[src/rtl/hazard_ctrl_pkg.sv]
// rtl/hazard_ctrl_pkg.sv - shared types, forward-select encodings and helpers for the hazard controller
//
// Purpose : common definitions imported by the hazard controller files.
// Contents: FWD_* forward-select encodings (also used by the EX datapath muxes),
//           register-index type, EX shadow-stage struct, forward-select helper.
package hazard_ctrl_pkg;

  localparam logic [1:0] FWD_REG = 2'd0;
  localparam logic [1:0] FWD_MEM = 2'd1;
  localparam logic [1:0] FWD_WB  = 2'd2;

  typedef logic [4:0] reg_idx_t;

  typedef struct packed {
    reg_idx_t rs;
    reg_idx_t rt;
    reg_idx_t dst;
    logic     wr;
    logic     load;
    logic     md;
    logic     md_div;
  } ex_stage_t;

  // A source of $0 never matches, so a destination of 0 can never forward.
  // Loads in MEM have no data yet, so they only forward once they reach WB.
  function automatic logic [1:0] fwd_sel(input reg_idx_t src,
                                         input reg_idx_t mem_dst,
                                         input logic     mem_wr,
                                         input logic     mem_load,
                                         input reg_idx_t wb_dst,
                                         input logic     wb_wr);
    logic [1:0] sel;
    sel = FWD_REG;
    if (src != 5'd0) begin
      if (mem_wr && !mem_load && (mem_dst == src)) begin
        sel = FWD_MEM;
      end else if (wb_wr && (wb_dst == src)) begin
        sel = FWD_WB;
      end
    end
    return sel;
  endfunction

endpackage

[src/rtl/hazard_ctrl_if.sv]
// rtl/hazard_ctrl_if.sv - ID-stage decode fields in, stall/forward/mult-div controls out
//
// Purpose : bundles the decoded ID instruction and the hazard controls.
// Signals : id_rs, id_rt, id_use_rs, id_use_rt, id_dst, id_wr, id_load,
//           id_md, id_md_div, id_md_use  (decode -> hazard controller)
//           stall, forward_rs_src, forward_rt_src, md_start, md_busy
//           (hazard controller -> pipeline)
// Modports: master = decode/pipeline side, slave = hazard controller.
interface hazard_ctrl_if;
  import hazard_ctrl_pkg::*;

  reg_idx_t   id_rs;
  reg_idx_t   id_rt;
  logic       id_use_rs;
  logic       id_use_rt;
  reg_idx_t   id_dst;
  logic       id_wr;
  logic       id_load;
  logic       id_md;
  logic       id_md_div;
  logic       id_md_use;
  logic       stall;
  logic [1:0] forward_rs_src;
  logic [1:0] forward_rt_src;
  logic       md_start;
  logic       md_busy;

  modport master (
    output id_rs, id_rt, id_use_rs, id_use_rt, id_dst, id_wr, id_load,
           id_md, id_md_div, id_md_use,
    input  stall, forward_rs_src, forward_rt_src, md_start, md_busy
  );

  modport slave (
    input  id_rs, id_rt, id_use_rs, id_use_rt, id_dst, id_wr, id_load,
           id_md, id_md_div, id_md_use,
    output stall, forward_rs_src, forward_rt_src, md_start, md_busy
  );

endinterface

[src/rtl/hazard_ctrl_md_busy_counter.sv]
// rtl/hazard_ctrl_md_busy_counter.sv - HI/LO unit busy countdown
//
// Purpose : loads MULT_CYCLES/DIV_CYCLES when a mult/div is in EX, then
//           counts down to 0; busy while non-zero.
// Ports   : i_clk, i_reset (sync, active-high), i_start (mult/div in EX),
//           i_div (1 = div), o_busy (count != 0).
module md_busy_counter #(
  parameter int MULT_CYCLES = 5,
  parameter int DIV_CYCLES  = 10
) (
  input  logic i_clk,
  input  logic i_reset,
  input  logic i_start,
  input  logic i_div,
  output logic o_busy
);

  localparam int MAX_CYCLES = (MULT_CYCLES > DIV_CYCLES) ? MULT_CYCLES : DIV_CYCLES;
  localparam int CNT_W      = $clog2(MAX_CYCLES + 1);

  logic [CNT_W-1:0] r_count;

  always_ff @(posedge i_clk) begin
    if (i_reset) begin
      r_count <= '0;
    end else if (i_start) begin
      r_count <= i_div ? CNT_W'(DIV_CYCLES) : CNT_W'(MULT_CYCLES);
    end else if (r_count != '0) begin
      r_count <= r_count - 1'b1;
    end
  end

  assign o_busy = (r_count != '0);

endmodule

[src/rtl/hazard_ctrl.sv]
// rtl/hazard_ctrl.sv - five-stage pipeline hazard controller (forwarding, stalls, mult/div busy)
//
// Purpose : keeps a shadow of the EX/MEM/WB instructions and derives the EX
//           forwarding selects, the load-use / mult-div stall and the HI/LO
//           busy countdown.
// Ports   : clk, reset (sync, active-high), bus (hazard_ctrl_if.slave).
// Params  : MULT_CYCLES, DIV_CYCLES - busy cycles after a mult/div enters EX.
module hazard_ctrl
  import hazard_ctrl_pkg::*;
#(
  parameter int MULT_CYCLES = 5,
  parameter int DIV_CYCLES  = 10
) (
  input  logic          clk,
  input  logic          reset,
  hazard_ctrl_if.slave  bus
);

  ex_stage_t r_ex;
  reg_idx_t  r_mem_dst;
  logic      r_mem_wr;
  logic      r_mem_load;
  reg_idx_t  r_wb_dst;
  logic      r_wb_wr;

  ex_stage_t w_id;
  logic      w_ex_wr_eff;
  logic      w_stall_lu;
  logic      w_stall_md;
  logic      w_stall;
  logic      w_md_busy;

  // A destination of $0 is folded into wr=0 at ID so that nothing downstream
  // ever matches against it.
  always_comb begin
    w_id        = '0;
    w_id.rs     = bus.id_rs;
    w_id.rt     = bus.id_rt;
    w_id.dst    = bus.id_dst;
    w_id.wr     = bus.id_wr && (bus.id_dst != 5'd0);
    w_id.load   = bus.id_load;
    w_id.md     = bus.id_md;
    w_id.md_div = bus.id_md_div;
  end

  assign w_ex_wr_eff = r_ex.wr && (r_ex.dst != 5'd0);

  assign w_stall_lu = r_ex.load && w_ex_wr_eff &&
                      ((bus.id_use_rs && (bus.id_rs == r_ex.dst)) ||
                       (bus.id_use_rt && (bus.id_rt == r_ex.dst)));

  assign w_stall_md = (bus.id_md || bus.id_md_use) && (w_md_busy || r_ex.md);

  assign w_stall = w_stall_lu || w_stall_md;

  // While stalling, ID holds and EX takes a bubble; MEM and WB keep draining.
  always_ff @(posedge clk) begin
    if (reset) begin
      r_ex       <= '0;
      r_mem_dst  <= '0;
      r_mem_wr   <= 1'b0;
      r_mem_load <= 1'b0;
      r_wb_dst   <= '0;
      r_wb_wr    <= 1'b0;
    end else begin
      r_ex       <= w_stall ? '0 : w_id;
      r_mem_dst  <= r_ex.dst;
      r_mem_wr   <= w_ex_wr_eff;
      r_mem_load <= r_ex.load;
      r_wb_dst   <= r_mem_dst;
      r_wb_wr    <= r_mem_wr;
    end
  end

  md_busy_counter #(
    .MULT_CYCLES (MULT_CYCLES),
    .DIV_CYCLES  (DIV_CYCLES)
  ) u_md_busy_counter (
    .i_clk   (clk),
    .i_reset (reset),
    .i_start (r_ex.md),
    .i_div   (r_ex.md_div),
    .o_busy  (w_md_busy)
  );

  assign bus.stall          = w_stall;
  assign bus.forward_rs_src = fwd_sel(r_ex.rs, r_mem_dst, r_mem_wr, r_mem_load, r_wb_dst, r_wb_wr);
  assign bus.forward_rt_src = fwd_sel(r_ex.rt, r_mem_dst, r_mem_wr, r_mem_load, r_wb_dst, r_wb_wr);
  assign bus.md_start       = r_ex.md;
  assign bus.md_busy        = w_md_busy;

endmodule

[src/flat_wrapper.sv]
// flat-port wrapper written by rule: the top's interface ports become plain ports
module hazard_ctrl_flat import hazard_ctrl_pkg::*;
#(
  parameter int MULT_CYCLES = 5,
  parameter int DIV_CYCLES  = 10
)
  (clk, reset, bus_id_rs, bus_id_rt, bus_id_use_rs, bus_id_use_rt, bus_id_dst, bus_id_wr, bus_id_load, bus_id_md, bus_id_md_div, bus_id_md_use, bus_stall, bus_forward_rs_src, bus_forward_rt_src, bus_md_start, bus_md_busy);
  hazard_ctrl_if bus_i ();
  input  logic clk;
  input  logic reset;
  input wire logic [$bits(bus_i.id_rs)-1:0] bus_id_rs;
  input wire logic [$bits(bus_i.id_rt)-1:0] bus_id_rt;
  input wire logic [$bits(bus_i.id_use_rs)-1:0] bus_id_use_rs;
  input wire logic [$bits(bus_i.id_use_rt)-1:0] bus_id_use_rt;
  input wire logic [$bits(bus_i.id_dst)-1:0] bus_id_dst;
  input wire logic [$bits(bus_i.id_wr)-1:0] bus_id_wr;
  input wire logic [$bits(bus_i.id_load)-1:0] bus_id_load;
  input wire logic [$bits(bus_i.id_md)-1:0] bus_id_md;
  input wire logic [$bits(bus_i.id_md_div)-1:0] bus_id_md_div;
  input wire logic [$bits(bus_i.id_md_use)-1:0] bus_id_md_use;
  output wire logic [$bits(bus_i.stall)-1:0] bus_stall;
  output wire logic [$bits(bus_i.forward_rs_src)-1:0] bus_forward_rs_src;
  output wire logic [$bits(bus_i.forward_rt_src)-1:0] bus_forward_rt_src;
  output wire logic [$bits(bus_i.md_start)-1:0] bus_md_start;
  output wire logic [$bits(bus_i.md_busy)-1:0] bus_md_busy;
  assign bus_i.id_rs = bus_id_rs;
  assign bus_i.id_rt = bus_id_rt;
  assign bus_i.id_use_rs = bus_id_use_rs;
  assign bus_i.id_use_rt = bus_id_use_rt;
  assign bus_i.id_dst = bus_id_dst;
  assign bus_i.id_wr = bus_id_wr;
  assign bus_i.id_load = bus_id_load;
  assign bus_i.id_md = bus_id_md;
  assign bus_i.id_md_div = bus_id_md_div;
  assign bus_i.id_md_use = bus_id_md_use;
  assign bus_stall = bus_i.stall;
  assign bus_forward_rs_src = bus_i.forward_rs_src;
  assign bus_forward_rt_src = bus_i.forward_rt_src;
  assign bus_md_start = bus_i.md_start;
  assign bus_md_busy = bus_i.md_busy;
  hazard_ctrl #(.MULT_CYCLES(MULT_CYCLES), .DIV_CYCLES(DIV_CYCLES)) u_core (.clk(clk), .reset(reset), .bus(bus_i));
endmodule
[config.mk]
export PLATFORM = sky130hd
export DESIGN_NAME = hazard_ctrl_flat
export DESIGN_NICKNAME = d
export VERILOG_FILES = /design/src/rtl/hazard_ctrl_pkg.sv /design/src/rtl/hazard_ctrl_if.sv /design/src/rtl/hazard_ctrl_md_busy_counter.sv /design/src/rtl/hazard_ctrl.sv /design/src/flat_wrapper.sv
export SDC_FILE = /design/constraint.sdc
export NUM_CORES = 1
export LEC_CHECK = 0
export BUFFER_PORTS_ARGS = -buffer_cell sky130_fd_sc_hd__buf_4
export CAP_MARGIN = 5
export CORE_MARGIN = 3
export CORE_UTILIZATION = 48
export DETAILED_ROUTE_END_ITERATION = 12
export HOLD_SLACK_MARGIN = 0.06
export PLACE_DENSITY = 0.84
export SYNTH_ARGS = -nofsm -noshare
export SYNTH_HDL_FRONTEND = slang
export SYNTH_SLANG_ARGS = --single-unit
[constraint.sdc]
create_clock -name clk -period 2.2 [get_ports clk]
set_clock_uncertainty 0.15 [all_clocks]
set_input_delay 0.44 -clock clk [delete_from_list [all_inputs] [get_ports clk]]
set_output_delay 0.44 -clock clk [all_outputs]
set_load 0.02 [all_outputs]
==> results summary, run 1 <==
The flow ran to the end, but the final reports show violations. The final reports fail on negative setup slack. At the later pin of the worst-skew pair, clock insertion delay measures approximately 0.35 ns. STA classifies the critical path startpoint as a flip-flop. 0 antenna diodes ended up in the layout. The TritonCTS buffer count is 5. The parity-gate share of the synthesized area counting xor and xnor cells came out at 17.0%. The final wirelength came out at between 3000 and 4000 um. The critical path's slowest cell is or4_4.

During placement, the flow inserted port buffers numbering 30. The average via count per standard cell came out at roughly 5. After detailed routing, the average wire length per cell comes to ~14 um. The CTS H-tree depth is 2. The die covers ~0.0039 sq mm. The cell count after synthesis came out at roughly 160. The worst hold slack across all endpoints came out at approximately 0.13 ns. The shortest clock period the worst path allows after layout came out at roughly 2.5 ns. The total of flip-flops plus latches after synthesis came out at 36.

The leakage power summed over all cells came out at between 0.8 and 0.9 nW. The total power density per cell area came out at 1070 mW/mm^2. The largest net degree at the start of global routing came out at 20. The cell row count is 19. The count of filler cells inserted in the layout is a little over 200.

Of all nets on the critical path, the largest fanout is 2. Timing analysis after detailed placement gives a worst setup slack of 0.0850 ns. Setup repair after global routing could not meet its margin everywhere.

The Yosys step of the flow raised 0 warnings. The synthesized netlist occupies a cell area of around 0.0015 sq mm. The fraction of synthesized area in multiplexers is 0%. The final setup violation count is 3. Summing all multi-input logic gate instances after layout gives between 800 and 900 sq um. Walking the worst path, the cells encountered are nor2b_2, o221ai_1, or4_4, and4_1, buf_6. Detailed placement ended at an HPWL of about 2400 um. For the worst setup path, the data arrival time is 1.86 ns.

The portion of the clock cycle consumed by the worst path in the final layout is 112%. The number of global-route vias before repair is 1,281. The total negative slack came out at -0.557 ns. The least setup slack across all paths after layout is -0.253 ns. By area the synthesized netlist is led by dfxtp_1 47%, xnor2_1 10%, xor2_1 6.8%. The detailed router finished its first iteration with 50 violations.

TritonCTS built the clock tree. The number of nets in the final layout is between 200 and 250. Compared with the post-synthesis result, the final layout area differs by 31.7%. The cell type with the highest aggregate area in the netlist is dfxtp_1. The weighted congestion reported at the end of routability-driven placement is around 0.83. The worst-case IR drop observed on VDD is a little under 0.9 mV. Measured along the y axis, the die boundary spans between 60 and 70 um.

Once placement finished, the instance area stood at roughly 0.0018 sq mm. The nature of the critical path endpoint is an output port. No sink is reached through more buffers than the 2 on the longest clock path. Total power for the finished layout comes to around 0.0022 W. Summing all flip-flop and latch instances after layout gives 736 sq um. The netlist uses 32 different library cells. The fmax is slightly above 400 MHz.

At the pin with the least slew margin, the transition time is roughly 0.27 ns. The number of nets handed over by synthesis was approximately 180. The max-cap violation count is 0. The number of buffer and inverter stages on the critical path came out at 1. The normalized max-slew margin is 81.9%. The maximum single-stage delay on the critical path is between 0.5 and 0.6 ns. The number of clock sinks seen by CTS came out at 36.

The number of antenna violations at the first check in global routing is 0. The remaining antenna violation count came out at 0. In the final layout, the share of cells above drive strength 1 is 38.3%. Dividing the synthesized area by the synthesized cell count gives approximately 10 sq um. Pin placement for this block handled 31 I/O pins. The worst setup path is of the reg -> out kind. The clock root buffer is clkbuf_4. Across all layers, the routed design uses 1,254 vias. The count of unresolved DRC violations after routing came out at 0.

Of the total synthesized cell area, the portion taken by full adders, half adders and majority gates is roughly 1.6%. The core region is approximately 0.0029 sq mm. The part of the Yosys area used for sequential elements is ~47%. The number of search-and-repair iterations in the first detailed-routing pass is 4.

Global routing finished with a remaining overflow of 0. The simple-gate share of the synthesized area is 25.1%. The overall global routing resource usage came out at 18.0%. The clock-pin slew of the registers on the worst-case setup and hold paths came out at between 0.1 and 0.15 ns. The first global-routing pass estimated between 5000 and 6000 um of wire. The dominant combinational cell family by area after synthesis is simple AND/OR/NAND/NOR gates. The count of pins over their slew limit is 0. The synthesized-area fraction occupied by ao, oa, aoi and oai cells is 7.21%. On the critical path the largest part of the delay comes from simple AND/OR/NAND/NOR gates. The classification of the worst-slack hold path is in -> reg. The worst endpoint required time came out at 1.61 ns. The number of hold violations in the final report came out at 0.

The initial utilization of the core area, before any placement, comes to 53.3%. Measured along the x axis, the die boundary spans 62.7 um. The final non-filler cell area is slightly above 0.002 sq mm. The top-area cell type share of the netlist area came out at between 40% and 50%.
-- power by group --
| group | switching, W | internal (W) | total, W |
|---|---|---|---|
| Sequential | 0.000116 | 0.000778 | 0.000894 |
| Clock | 0.000216 | 0.000152 | 0.000368 |
| Combinational | 0.000418 | 0.000500 | 0.000918 |
| Total | 0.000749 | 0.00143 | 0.00218 |
-- area by class of cell --
| cell class | count | area share, % |
|---|---|---|
| clock buffers | 6 | 2.52 |
| clock inverters | 2 | 0.492 |
| inverters | 4 | 0.738 |
| multi-input cells | 113 | 40.3 |
| flip-flops and latches | 36 | 36.2 |
| well taps | 42 | 2.58 |
| repair buffers | 45 | 17.2 |
-- routing by layer --
layer / wire length, um / vias to the layer above / share of wire, % / global-route usage (%)
li1: - / 619 / - / -
met1: 1430 / 587 / 42 / 18.4
met2: 1740 / 38 / 50 / 32.5
met3: 175 / 10 / 5.1 / 6.12
met4: 102 / 0 / 3.0 / 8.54
met5: 0 / - / 0 / 0
-- path summary, 6_finish.rpt --
kind	from	endpoint	slack, ns	depth (start not counted)
worst max-delay path	u_core.r_mem_wr	bus_forward_rt_src[1]	-0.25	5
worst min-delay path	bus_id_load	u_core.r_ex[2]	0.13	2
worst max register to register	u_core.r_ex[7]	u_core.r_ex[3]	0.11	6
worst min register to register	u_core.r_ex[7]	u_core.r_mem_dst[3]	0.34	1
-- cells by family (layout without fill, tap and decap cells) --
family | after synthesis | after routing
AND/OR/NAND/NOR | 68 | 68
flip-flops | 36 | 36
XOR/XNOR | 30 | 30
AO/OA/AOI/OAI | 13 | 13
buffers and inverters | 8 | 57
adder cells (fa/ha/maj) | 2 | 2
-- placed cells by master, fill, tap and decap left out, drive strengths merged, types with 3 or more instances in the layout --
| cell | instances |
|---|---|
| buf | 45 |
| a21oi | 3 |
| xor2 | 12 |
| nand2 | 5 |
| nand4 | 4 |
| nor2 | 15 |
| inv | 4 |
| xnor2 | 18 |
| nor2b | 13 |
| or4 | 4 |
| and2 | 17 |
| dfxtp | 36 |
| clkbuf | 6 |
-- what timing repair did --
item	in CTS	in global routing
pin swaps	5	6
resized for setup	14	11
hold buffers	0	0
buffers inserted	8	4
endpoints found under the setup margin	6	6
-- registers in the layout, indices dropped and copies added (netlist names) --
signal and count:
u_core.r_mem_load 1, u_core.r_ex 18, u_core.r_mem_wr 1, u_core.u_md_busy_counter.r_count 4
u_core.bus.md_start 1, u_core.r_mem_dst 5, u_core.r_wb_wr 1, u_core.r_wb_dst 5
-- metrics by stage --
step,std cells,utilization (%)
6_report,248,70.1
5_1_grt,248,70.1
4_1_cts,244,67.9
3_5_place_dp,228,62.9
3_3_place_gp,228,62.9
2_1_floorplan,157,-
-- cell usage after synthesis (all sizes together) --
cell type,count
a211oi,1
a21oi,3
a221o,1
a22oi,1
a311oi,1
and2,17
and4,1
and4b,1
buf,1
clkbuf,3
dfxtp,36
ha,2
inv,4
nand2,5
nand2b,1
nand3,2
nand4,4
nor2,15
nor2b,13
nor3,2
nor4,1
o21a,2
o21ai,1
o221ai,1
o22ai,1
o311a,1
or3,1
or3b,1
or4,4
xnor2,18
xor2,12
(Power assumes the default switching activity.)
==> inputs of run 2 (changes only) <==
CELL_PAD_IN_SITES_DETAIL_PLACEMENT = 0   (was default)
CELL_PAD_IN_SITES_GLOBAL_PLACEMENT = 1   (was default)
CORE_UTILIZATION = 37   (was 48)
==> run 2 against run 1 <==
  * The flow still finishes with violations (negative setup slack)
  * Non-clock buffer count fell by 5
  * Cell area is 1.7% higher
  * Critical path depth stayed put
  * Setup slack improved by 0.13 ns
  * Die area is 27% higher
  * Cell count grew 0.40%
  * Sequential share of layout area fell by 0.65 points
  * Hold slack gained 0.076 ns
  * Largest cell class unchanged
==> results summary, run 2 (synthesized netlist as in run 1, its figures left out) <==
The run finished, with violations left. The final reports fail on negative setup slack. Combinational logic burns between 30 and 40% of the power.

After detailed routing, the total wire length is approximately 3100 um. The clock passes through at most 2 buffers. The highest fanout seen on the critical path is 2. The number of antenna violations at the first check in global routing is 0. The clock group share of total power came out at between 20% and 30%. The count of input and output buffers is 30. The worst register-to-register path ends at u_core.r_ex[3]. The placement-stage cell area came out at 0.00184 sq mm. The worst ir drop on vdd is 0.795 mV. The die height is 70.6 um. The number of clock sinks seen by CTS is 36. Data on the critical path arrives at its endpoint at between 1.5 and 2 ns. The highest layer touched by signal routing is met4. The CTS H-tree depth is 2. The TritonCTS buffer count came out at 5. After routing, the total negative slack on setup checks comes to -0.206 ns. The remaining antenna violation count is 0. The area growth from synthesis to layout is 33.8%. The total power density per cell area is 1120 mW/mm^2. The violation count after the first detailed-routing iteration is 21. The setup path with the least slack is of type reg -> out. The wire length of the first global-routing pass is 5100 um. The detailed-routed wire length on met3 came out at ~170 um. The number of hold violations in the final report came out at 0. At the pin with the least slew margin, the transition time is about 0.31 ns.

The fraction of layout instances using a drive strength above 1 is between 30% and 40%. For the worst flop-to-flop path, the logic depth is 6. Net switching is a little under a third of the power. In the final layout, the registers with the most flip-flops are u_core.r_ex x18, u_core.r_mem_dst x5, u_core.r_wb_dst x5. The least setup slack across all paths after layout is -0.120 ns.

The portion of the clock cycle consumed by the worst path in the final layout came out at 105%. The antenna diode instance count is 0. The post-detailed-route wirelength per cell is about 13 um.

The wire length the detailed router placed on met1 is 1400 um. The register with the highest flop count is u_core.r_ex. The fmax came out at around 430 MHz.

Setup repair after global routing could not meet its margin everywhere. The worst setup path is captured at an output port. The worst hold path terminates at u_core.r_ex[2]. The number of nets in the final layout is around 230. Pin placement for this block handled 31 I/O pins. Entering global routing, the biggest net connects 20 pins.

The analysis attributes to net switching a power of 0.000728 W. The filler-free cell count of the finished design is roughly 250. Summing all non-filler instances in the final layout gives an area of 0.00207 sq mm.

The count of pins over their slew limit is 0. After clock tree synthesis, the flow added hold-fix buffers numbering 0. The floorplan core area is a little under 0.004 sq mm.

The weighted congestion reported at the end of routability-driven placement came out at between 0.8 and 0.9. For the worst-skew pair, the clock arrives at the later sink with an insertion delay of approximately 0.28 ns. The average via count per standard cell came out at 4.70.

The TritonCTS clock tree is done. The shortest clock period the worst path allows after layout is between 2 and 2.5 ns. Clock-pin slew was measured on the worst setup and hold paths at around 0.070 ns.

The number of search-and-repair iterations in the first detailed-routing pass is 4. The number of global-route vias before repair was ~1,100. In this run the critical register-to-register path is launched from u_core.r_ex[7]. The sequential fraction of design power is slightly below 40%. The via count came out at about 1,200. Clock tree synthesis selected as its root buffer the cell clkbuf_8. For this design the static power due to leakage is 0.889 nW.

The most common cell after layout, fill and taps aside is buf_4. The die width is roughly 70 um. The most critical setup path has its startpoint at u_core.r_mem_dst[3].

The met2 wire length is 1540 um. Leaving out fill and tap cells, the most frequent cells in the layout are 37 x buf_4, 25 x dfxtp_1, 18 x xnor2_1. Max-cap violations in this run came to 0. The half-perimeter wire length after detailed placement is ~2400 um. The initial core utilization is approximately 40%. The origin of the worst min-delay path is bus_id_load. The die covers approximately 0.0050 sq mm. The flip-flop count of the largest register after layout is 18. The normalized max-slew margin is approximately four fifths. The worst endpoint required time came out at around 1.6 ns. The overall global routing resource usage is between 10% and 20%. The number of placed cells counting well taps is roughly 230. The worst hold slack across all endpoints is about 0.21 ns. In this run the worst hold path is classified as in -> reg. The internal cell power came out at ~0.0016 W. The slack of the worst reg-to-reg path is 0.10 ns. In the routed design, unresolved DRC markers number 0. The worst setup path is launched from a flip-flop. The worst hold path stage count came out at 2. The floorplan has 22 rows. Setup violations remaining at the end of the flow were counted as 3. Global routing finished with a remaining overflow of 0.
run 2: final cells by class:
class | count | area [sq um]
clock inverters | 2 | 35.0
clock buffers | 6 | 72.6
well taps | 48 | 60.1
inverters | 4 | 15.0
repair buffers | 40 | 320
flip-flops and latches | 36 | 734
fillers | 350 | 1790
multi-input cells | 113 | 831
run 2: what timing repair did:
item	in CTS	in global routing
resized for setup	9	18
hold endpoints to repair	0	0
buffers inserted	3	4
cloned	0	0
pin swaps	2	8
setup endpoints to repair	3	24
run 2: worst max-delay path by stage:
stage | endpoint | depth (start not counted)
floorplan | u_core.r_ex[3] | 9
global placement | bus_forward_rt_src[1] | 5
detailed placement | bus_forward_rt_src[1] | 5
CTS | bus_forward_rt_src[1] | 5
global route | bus_forward_rt_src[1] | 5
finish | bus_forward_rt_src[1] | 5
run 2: through the flow:
stage	setup WS, ns	power, W	utilization, %
3_5_place_dp	0.113	0.00166	47.8
5_1_grt	-0.174	0.00247	53.7
4_1_cts	-0.156	0.00223	51.7
3_3_place_gp	0.130	0.00162	47.8
2_1_floorplan	0.00824	0.00142	-
6_report	-0.120	0.00232	53.7
run 2: layer usage:
layer	track usage, %	vias up
met5	0	-
met3	5.26	6
met2	21.5	26
met4	3.76	0
met1	15.2	532
li1	-	606
run 2: power by group through the flow:
| stage | Sequential, W | Clock, W | Combinational (W) |
|---|---|---|---|
| after floorplan | 0.000872 | 0 | 0.000544 |
| after global routing | 0.000910 | 0.000601 | 0.000961 |
| after global placement | 0.000895 | 0 | 0.000724 |
| after detailed placement | 0.000903 | 0 | 0.000756 |
| final | 0.000897 | 0.000554 | 0.000874 |
| after CTS | 0.000889 | 0.000569 | 0.000776 |
run 2: worst max-delay path, cell delays in order (launching register included):
cell     delay (ns)
dfxtp_2        0.33
xor2_1         0.15
a221o_1        0.25
or4_4          0.42
and4_1         0.17
buf_6          0.13
